**config.mk**
```make
export PLATFORM = sky130hd
export DESIGN_NAME = mem_access
export DESIGN_NICKNAME = d
export VERILOG_FILES = /design/src/rtl/mem_access.sv
export SDC_FILE = /design/constraint.sdc
export NUM_CORES = 1
export LEC_CHECK = 0
export ABC_AREA = 1
export CORE_AREA = 5 5 126 128
export CTS_CLUSTER_SIZE = 16
export DETAILED_ROUTE_END_ITERATION = 6
export DIE_AREA = 0 0 131 133
export PLACE_DENSITY = 0.83
export SYNTH_ARGS = -nofsm -noshare
export SYNTH_HDL_FRONTEND = slang
export SYNTH_SLANG_ARGS = --single-unit
```
**constraint.sdc**
```tcl
create_clock -name clk -period 3.5 [get_ports clk]
set_input_delay 0.35 -clock clk [delete_from_list [all_inputs] [get_ports clk]]
set_output_delay 0.35 -clock clk [all_outputs]
set_load 0.02 [all_outputs]
```
**src/rtl/mem_access.sv**
```systemverilog
// mem_access: memory-access pipeline stage.
// Takes load/store commands from the execute stage, runs a single-port
// data-memory transaction (req/gnt/rvalid), extends load data and hands a
// registered result to writeback. Misaligned accesses and bus timeouts are
// reported as one-cycle pulses.
//
// Ports:
//   clk, rst_n          clock, synchronous active-low reset
//   cmd_ld_ma/cmd_st_ma load / store valid
//   wbk_rd_reg_ma       instruction writes rd
//   rd_adr_ma           destination register
//   rd_data_ma          effective address (ld/st) or ALU result
//   st_data_ma          store data
//   ldst_code_ma        funct3 access size / signedness
//   dmem_*              data-memory bus (req/we/adr/be/wdata out, gnt/rvalid/rdata in)
//   ma_stall            upstream must hold MA inputs
//   wbk_rd_reg_wb, rd_adr_wb, rd_data_wb   registered writeback
//   ldst_misalign, ldst_misalign_adr       misalignment pulse + address
//   dmem_timeout        bus-timeout pulse
module mem_access #(
  parameter int unsigned TMO_CYCLES = 255
) (
  input  logic        clk,
  input  logic        rst_n,
  input  logic        cmd_ld_ma,
  input  logic        cmd_st_ma,
  input  logic        wbk_rd_reg_ma,
  input  logic [4:0]  rd_adr_ma,
  input  logic [31:0] rd_data_ma,
  input  logic [31:0] st_data_ma,
  input  logic [2:0]  ldst_code_ma,
  output logic        dmem_req,
  output logic        dmem_we,
  output logic [29:0] dmem_adr,
  output logic [3:0]  dmem_be,
  output logic [31:0] dmem_wdata,
  input  logic        dmem_gnt,
  input  logic        dmem_rvalid,
  input  logic [31:0] dmem_rdata,
  output logic        ma_stall,
  output logic        wbk_rd_reg_wb,
  output logic [4:0]  rd_adr_wb,
  output logic [31:0] rd_data_wb,
  output logic        ldst_misalign,
  output logic [31:0] ldst_misalign_adr,
  output logic        dmem_timeout
);

  typedef enum logic [1:0] {IDLE, REQ, WAIT_RD} state_t;

  localparam logic [7:0] TMO_LAST = 8'(TMO_CYCLES - 1);

  state_t      state, state_nxt;
  logic [7:0]  cnt;
  logic [4:0]  cap_rd;
  logic [1:0]  cap_lane;
  logic [2:0]  cap_code;

  logic        is_ldst, misaligned, tmo_hit;
  logic        accept, rd_done, tmo;
  logic [3:0]  be_nxt;
  logic [31:0] wdata_nxt;
  logic [7:0]  ld_byte;
  logic [15:0] ld_half;
  logic [31:0] ld_ext;

  assign is_ldst = cmd_ld_ma | cmd_st_ma;
  assign tmo_hit = (cnt == TMO_LAST);

  // Access size comes from code[1:0]: 1x is a word (011/110/111 included),
  // 01 a halfword, 00 a byte. Byte enables and lane replication follow it.
  always_comb begin
    misaligned = 1'b0;
    be_nxt     = 4'b1111;
    wdata_nxt  = st_data_ma;
    if (ldst_code_ma[1]) begin
      misaligned = (rd_data_ma[1:0] != 2'b00);
    end else if (ldst_code_ma[0]) begin
      misaligned = rd_data_ma[0];
      be_nxt     = rd_data_ma[1] ? 4'b1100 : 4'b0011;
      wdata_nxt  = {2{st_data_ma[15:0]}};
    end else begin
      be_nxt     = 4'b0001 << rd_data_ma[1:0];
      wdata_nxt  = {4{st_data_ma[7:0]}};
    end
  end

  // Lane select and extension of returned load data using the captured
  // address lane and code; code[2] marks the unsigned variants.
  always_comb begin
    ld_byte = dmem_rdata[7:0];
    case (cap_lane)
      2'd1:    ld_byte = dmem_rdata[15:8];
      2'd2:    ld_byte = dmem_rdata[23:16];
      2'd3:    ld_byte = dmem_rdata[31:24];
      default: ld_byte = dmem_rdata[7:0];
    endcase
    ld_half = cap_lane[1] ? dmem_rdata[31:16] : dmem_rdata[15:0];
    case (cap_code)
      3'b000:  ld_ext = {{24{ld_byte[7]}}, ld_byte};
      3'b100:  ld_ext = {24'd0, ld_byte};
      3'b001:  ld_ext = {{16{ld_half[15]}}, ld_half};
      3'b101:  ld_ext = {16'd0, ld_half};
      default: ld_ext = dmem_rdata;
    endcase
  end

  // Next-state and stall. A grant beats a timeout in the same cycle, and a
  // store completes on its grant so the stall drops right there.
  always_comb begin
    state_nxt = state;
    ma_stall  = 1'b0;
    accept    = 1'b0;
    rd_done   = 1'b0;
    tmo       = 1'b0;
    case (state)
      IDLE: begin
        if (is_ldst && !misaligned) begin
          accept    = 1'b1;
          ma_stall  = 1'b1;
          state_nxt = REQ;
        end
      end
      REQ: begin
        if (dmem_gnt) begin
          if (!dmem_we) begin
            ma_stall  = 1'b1;
            state_nxt = WAIT_RD;
          end else begin
            state_nxt = IDLE;
          end
        end else if (tmo_hit) begin
          tmo       = 1'b1;
          state_nxt = IDLE;
        end else begin
          ma_stall = 1'b1;
        end
      end
      WAIT_RD: begin
        if (dmem_rvalid) begin
          rd_done   = 1'b1;
          state_nxt = IDLE;
        end else if (tmo_hit) begin
          tmo       = 1'b1;
          state_nxt = IDLE;
        end else begin
          ma_stall = 1'b1;
        end
      end
      default: state_nxt = IDLE;
    endcase
    if (!rst_n) ma_stall = 1'b0;
  end

  // State register plus all registered outputs. Pulses and the writeback
  // enable default to 0 each cycle and are raised only by their events.
  always_ff @(posedge clk) begin
    if (!rst_n) begin
      state             <= IDLE;
      cnt               <= 8'd0;
      cap_rd            <= 5'd0;
      cap_lane          <= 2'd0;
      cap_code          <= 3'd0;
      dmem_req          <= 1'b0;
      dmem_we           <= 1'b0;
      dmem_adr          <= 30'd0;
      dmem_be           <= 4'd0;
      dmem_wdata        <= 32'd0;
      wbk_rd_reg_wb     <= 1'b0;
      rd_adr_wb         <= 5'd0;
      rd_data_wb        <= 32'd0;
      ldst_misalign     <= 1'b0;
      ldst_misalign_adr <= 32'd0;
      dmem_timeout      <= 1'b0;
    end else begin
      state         <= state_nxt;
      cnt           <= (state == IDLE) ? 8'd0 : cnt + 8'd1;
      wbk_rd_reg_wb <= 1'b0;
      ldst_misalign <= 1'b0;
      dmem_timeout  <= 1'b0;
      case (state)
        IDLE: begin
          if (!is_ldst) begin
            wbk_rd_reg_wb <= wbk_rd_reg_ma;
            rd_adr_wb     <= rd_adr_ma;
            rd_data_wb    <= rd_data_ma;
          end else if (!accept) begin
            ldst_misalign     <= 1'b1;
            ldst_misalign_adr <= rd_data_ma;
          end else begin
            cap_rd     <= rd_adr_ma;
            cap_lane   <= rd_data_ma[1:0];
            cap_code   <= ldst_code_ma;
            dmem_req   <= 1'b1;
            dmem_we    <= cmd_st_ma;
            dmem_adr   <= rd_data_ma[31:2];
            dmem_be    <= be_nxt;
            dmem_wdata <= wdata_nxt;
          end
        end
        REQ: begin
          if (dmem_gnt || tmo) dmem_req <= 1'b0;
          if (tmo) dmem_timeout <= 1'b1;
        end
        WAIT_RD: begin
          if (rd_done) begin
            wbk_rd_reg_wb <= 1'b1;
            rd_adr_wb     <= cap_rd;
            rd_data_wb    <= ld_ext;
          end
          if (tmo) dmem_timeout <= 1'b1;
        end
        default: ;
      endcase
    end
  end

endmodule
```
==> results.sh, run 1 <==
export IMPL_outcome="completed"
export IMPL_cp_top_family="buffers and inverters"
export IMPL_synth_net_count=1071
export IMPL_firstDrtPassIters=7
export IMPL_timing_final_crit_share_pct=84.2
export IMPL_multi_input_area_mm2=0.00328
export IMPL_period_minus_slack_ns=2.95
export IMPL_final_core_util_pct=68.6
export IMPL_drv_cap=0
export IMPL_critPathSlowestCell="clkdlybuf4s50_1"
export IMPL_rows=45
export IMPL_end_kind="output pin"
export IMPL_power_density_mw_per_mm2=578
export IMPL_timing_fmax_mhz=339
export IMPL_cts_sinks=160
export IMPL_synthCells=954
export IMPL_die_area_mm2=0.0174
export IMPL_syn_area_per_cell_um2=7.39
export IMPL_routed_wl_um=23500
export IMPL_ir_worst_vdd_mv=0.320
export IMPL_cts_resized_gates=0
export IMPL_place_gp_congestion=0.898
export IMPL_slew_violations=0
export IMPL_cts_setup_buffers=0
export IMPL_cts_buffers=17
export IMPL_required_ns=3.15
export IMPL_synthesis_area_mm2=0.00705
export IMPL_grt_max_degree=91
export IMPL_via_per_inst=5.37
export IMPL_cts_reportedPaths_clkPinSlew_ns=0.06
export IMPL_crit_fanout=34
export IMPL_report_final_setup_viol=0
export IMPL_path_cells="inv_1, ha_1, buf_4, inv_2, nor2_1, nand2_1, nand2_1, nor2_1, nor3_1, clkdlybuf4s50_1"
export IMPL_num_nets_final=1287
export IMPL_drt_wirelength_per_cell_um=17.2
export IMPL_finalSetupTns_ns=0
export IMPL_crit_type="flop to output pin"
export IMPL_crit_arrival_ns=2.60
export IMPL_num_antenna_cells=0
export IMPL_die_y_um=133
export IMPL_hold_path_class="input pin to flop"
export IMPL_htree_levels=4
export IMPL_detail_route_antenna_nets=0
export IMPL_max_slew_margin_pct=38.5
export IMPL_leakagePower_nw=4.00
export IMPL_grt_pass1_wl_um=36300
export IMPL_ios=252
export IMPL_cts_hold_buffers=0
export IMPL_numPortBuffers=251
export IMPL_clockBufferDepth=2
export IMPL_start_util_pct=47.8
export IMPL_report_final_hold_viol_count=0
export IMPL_drive_gt1_share_pct=7.02
export IMPL_first_global_vias=6929
export IMPL_syn2layout_area_growth_pct=43.6
export IMPL_worst_slew_pin_slew_ns=0.923
export IMPL_synth_cell_types=36
export IMPL_regArea_mm2=0.00320
export IMPL_yosysSeqAreaShare_pct=45.4
export IMPL_clock_root_buffer="clkbuf_16"
export IMPL_yosys_warnings=0
export IMPL_vias=7353
export IMPL_layout_commonest_cell="clkdlybuf4s50_1"
export IMPL_fillerInstances=1245
export IMPL_route_detailed_drc=0
export IMPL_drt_iter0_markers=568
export IMPL_final_cell_mix="250 x clkdlybuf4s50_1, 180 x nand2_1, 160 x dfxtp_1"
export IMPL_start_kind="flop"
export IMPL_core_area_mm2=0.0148
export IMPL_synth_seq_cells=160
export IMPL_path_buf_inv=4
export IMPL_fp_dieW_um=131
export IMPL_dp_hpwl_um=16700
export IMPL_rsz0062_at_grt="false"
export IMPL_insertion_delay_ns=0.42
export IMPL_skew_ns=0.0126
export IMPL_cts_tree="built"
export IMPL_antenna_found_initial=1
export IMPL_max_stage_delay_ns=0.63
export IMPL_grt_usage_pct=26.2
export IMPL_gr_total_overflow=0
-- cell type report --
| type | count | area share [%] |
|---|---|---|
| inverters | 53 | 1.99 |
| well taps | 188 | 2.32 |
| clock inverters | 11 | 1.62 |
| multi-input cells | 677 | 32.5 |
| flip-flops and latches | 160 | 31.7 |
| repair buffers | 261 | 25.5 |
| clock buffers | 20 | 4.41 |
-- per-layer routing --
metal  vias up  wire length [um]  GRT usage, %
li1       3625                 -             -
met1      3395              9520          32.5
met2       296             11200          42.7
met3        35              2280          8.56
met4         2               495          8.51
met5         -                13             0
-- final timing paths --
path	start	end	slack (ns)	cells past startpoint
worst max-delay path	state[0]$_SDFFE_PN0P_	ma_stall	0.55	10
worst min-delay path	rst_n	dmem_timeout$_SDFF_PN0_	0.44	3
worst max register to register	state[0]$_SDFFE_PN0P_	rd_data_wb[11]$_SDFFE_PN0P_	0.76	9
worst min register to register	cnt[0]$_SDFF_PP0_	cnt[0]$_SDFF_PP0_	0.46	1
-- report_power, final --
group          leakage, nW  internal (mW)  switching (mW)
Clock                0.296           1.20           0.738
Sequential            1.32           2.07           0.135
Combinational         2.38          0.715           0.981
Total                 4.00           3.99            1.85
-- sequential cells by signal, indices dropped and copies added (netlist names) --
signal	flops
state	2
dmem_adr	30
cap_lane	2
ldst_misalign	1
cnt	8
dmem_wdata	32
rd_data_wb	32
cap_code	3
wbk_rd_reg_wb	1
dmem_be	4
dmem_req	1
rd_adr_wb	5
cap_rd	5
ldst_misalign_adr	32
dmem_we	1
dmem_timeout	1
-- worst reg2reg max path: stages (launching register included) --
cell and delay, ns:
dfxtp_1 0.36, inv_1 0.11, ha_1 0.17, buf_4 0.32, nand2_1 0.13, o21ai_0 0.10, nand2_1 0.27, inv_2 0.75
o21ai_0 0.23, a21oi_1 0.20
-- cells in the mapped netlist (all sizes together) --
cell type / n / area share, %
a21oi: 127 / 9.4
o211ai: 6 / 0.64
nand3: 41 / 2.9
a22oi: 6 / 0.64
clkbuf: 32 / 1.7
nor2: 107 / 6.4
a21boi: 2 / 0.21
ha: 6 / 1.1
nor3: 8 / 0.64
inv: 51 / 2.8
buf: 32 / 3.4
o21bai: 1 / 0.11
nand2: 183 / 10
o21a: 1 / 0.11
clkinv: 2 / 0.11
o21ai: 149 / 11
or2: 14 / 1.2
a31oi: 22 / 2.0
nor4: 1 / 0.089
dfxtp: 160 / 45
o211a: 2 / 0.28
nand3b: 1 / 0.16
-- cells by family (layout without fill, tap and decap cells) --
logic type / after synthesis / in the layout / synth area share [%]
flip-flops: 160 / 160 / 45.4
adder cells (fa/ha/maj): 6 / 6 / 1.07
buffers and inverters: 117 / 345 / 7.95
AO/OA/AOI/OAI: 316 / 316 / 24.0
AND/OR/NAND/NOR: 355 / 355 / 21.5
-- metrics by stage --
step	instance area (um2)	hold WS, ns	worst slack (ns)	std cells	total power, mW
4_1_cts	10100	0.424	0.522	1370	5.87
3_3_place_gp	9510	0.441	0.814	1339	3.90
5_1_grt	10100	0.448	0.359	1370	6.11
2_1_floorplan	7050	0.430	1.48	954	3.19
6_report	10100	0.441	0.552	1370	5.85
3_5_place_dp	9510	0.449	0.756	1339	3.93
Power figures use the tool's default switching activity.
==> inputs of run 2 (changes only) <==
Settings changed: CORE_AREA 5 5 126 128 to 5 5 132 134, DIE_AREA 0 0 131 133 to 0 0 137 139, PLACE_DENSITY 0.83 to 0.76.
Clock period 3.5 ns to 2.9 ns, I/O delays scaled along.
==> results.sh, run 2 (synthesized netlist as in run 1, its figures left out) <==
export IMPL_required_ns=2.61
export IMPL_start_kind="flop"
export IMPL_clock_root_buffer="clkbuf_16"
export IMPL_end_kind="output pin"
export IMPL_antenna_found_initial=2
export IMPL_grt_max_degree=91
export IMPL_cts_resized_gates=0
export IMPL_start_util_pct=43.6
export IMPL_via_per_inst=5.15
export IMPL_path_buf_inv=4
export IMPL_grt_usage_pct=24.2
export IMPL_numPortBuffers=251
export IMPL_worst_slew_pin_slew_ns=0.935
export IMPL_layout_commonest_cell="clkdlybuf4s50_1"
export IMPL_dpl_cell_count=1376
export IMPL_placed_cell_area_mm2=0.00960
export IMPL_holdPathStages=3
export IMPL_gr_total_overflow=0
export IMPL_route_detailed_drc=0
export IMPL_timing_fmax_mhz=378
export IMPL_max_slew_margin_pct=37.7
export IMPL_power_density_mw_per_mm2=696
export IMPL_vias=7258
export IMPL_max_stage_delay_ns=0.65
export IMPL_htree_levels=4
export IMPL_drt_wirelength_per_cell_um=16.9
export IMPL_cts_hold_buffers=0
export IMPL_routed_wl_um=23700
export IMPL_cts_setup_buffers=0
export IMPL_die_area_mm2=0.0190
export IMPL_p_total_mw=7.12
export IMPL_reg_largest_list="dmem_wdata (32), ldst_misalign_adr (32), rd_data_wb (32)"
export IMPL_firstDrtPassIters=7
export IMPL_hold_path_class="input pin to flop"
export IMPL_finalSetupTns_ns=0
export IMPL_ir_worst_vdd_mv=0.458
export IMPL_crit_fanout=6
export IMPL_report_final_hold_viol_count=0
export IMPL_first_global_vias=6903
export IMPL_final_cell_area_mm2=0.0102
export IMPL_timing_final_ws_setup_ns=0.257
export IMPL_final_cell_mix="250 x clkdlybuf4s50_1, 180 x nand2_1, 160 x dfxtp_1"
export IMPL_drv_cap=0
export IMPL_rsz0062_at_grt="false"
export IMPL_clockBufferDepth=2
export IMPL_dp_hpwl_um=16900
export IMPL_ios=252
export IMPL_path_cells="inv_1, ha_1, inv_2, nor2_8, nand2_8, inv_4, nor2_1, nor3_1, clkdlybuf4s50_1"
export IMPL_critPathSlowestCell="clkdlybuf4s50_1"
export IMPL_grt_pass1_wl_um=36600
export IMPL_fp_dieW_um=137
export IMPL_cts_reportedPaths_clkPinSlew_ns=0.06
export IMPL_core_area_mm2=0.0162
export IMPL_fin_hold_ws_ns=0.354
export IMPL_final_core_util_pct=63.3
export IMPL_syn2layout_area_growth_pct=45.1
export IMPL_cts_sinks=160
export IMPL_die_y_um=139
export IMPL_report_final_setup_viol=0
export IMPL_finalNonFillerCells=1409
export IMPL_timing_final_crit_share_pct=91.1
export IMPL_detail_route_antenna_nets=0
export IMPL_fillerInstances=1482
export IMPL_place_ws_ns=0.345
export IMPL_place_gp_congestion=0.882
export IMPL_rows=47
export IMPL_num_nets_final=1292
export IMPL_outcome="completed"
export IMPL_insertion_delay_ns=0.42
export IMPL_crit_arrival_ns=2.35
export IMPL_slew_violations=0
export IMPL_leakagePower_nw=4.04
export IMPL_crit_type="flop to output pin"
export IMPL_cts_tree="built"
export IMPL_cts_buffers=17
export IMPL_cp_depth=9
export IMPL_drive_gt1_share_pct=7.58
export IMPL_worst_r2r_cell_count=9
export IMPL_period_minus_slack_ns=2.64
export IMPL_cp_top_family="buffers and inverters"
export IMPL_skew_ns=0.00822
export IMPL_drt_iter0_markers=524
## run 2: cell count changes in the layout (fill, tap and decap cells not counted), sizes merged
cell    delta
clkbuf     -1
diode      +1
inv        +2
buf        +5
## run 2: tightest hold or removal path, stage by stage
cell and delay, ns:
buf_4 0.25, nand2_1 0.13, nor3_1 0.05
## run 2: power by group
group	internal [mW]	total, mW	switching, mW
Clock	1.47	2.38	0.913
Sequential	2.50	2.67	0.168
Combinational	0.886	2.07	1.19
Total	4.85	7.12	2.27
## run 2: layout make-up
| class | count | area (um2) | area share, % |
|---|---|---|---|
| Sequential cell | 160 | 3200 | 31.3 |
| Timing Repair Buffer | 266 | 2640 | 25.8 |
| Clock buffer | 19 | 443 | 4.33 |
| Clock inverter | 13 | 185 | 1.81 |
| Inverter | 53 | 201 | 1.97 |
| Tap cell | 220 | 275 | 2.69 |
| Multi-Input combinational cell | 677 | 3280 | 32.1 |
| Antenna cell | 1 | 2.50 | 0.0245 |
## run 2: layer usage
layer  GRT usage [%]  share of wire (%)
met5               0              0.055
met4            7.88                2.0
met3            8.71                9.2
met2            39.0                 47
met1            29.9                 42
## run 2: path summary, 6_finish.rpt
check                             start                          end  slack [ns]
max               state[1]$_SDFFE_PN0P_                     ma_stall        0.26
min                               rst_n      dmem_timeout$_SDFF_PN0_        0.35
max reg2reg       state[1]$_SDFFE_PN0P_  rd_data_wb[28]$_SDFFE_PN0P_        0.63
min reg2reg  rd_data_wb[7]$_SDFFE_PN0P_   rd_data_wb[7]$_SDFFE_PN0P_        0.46
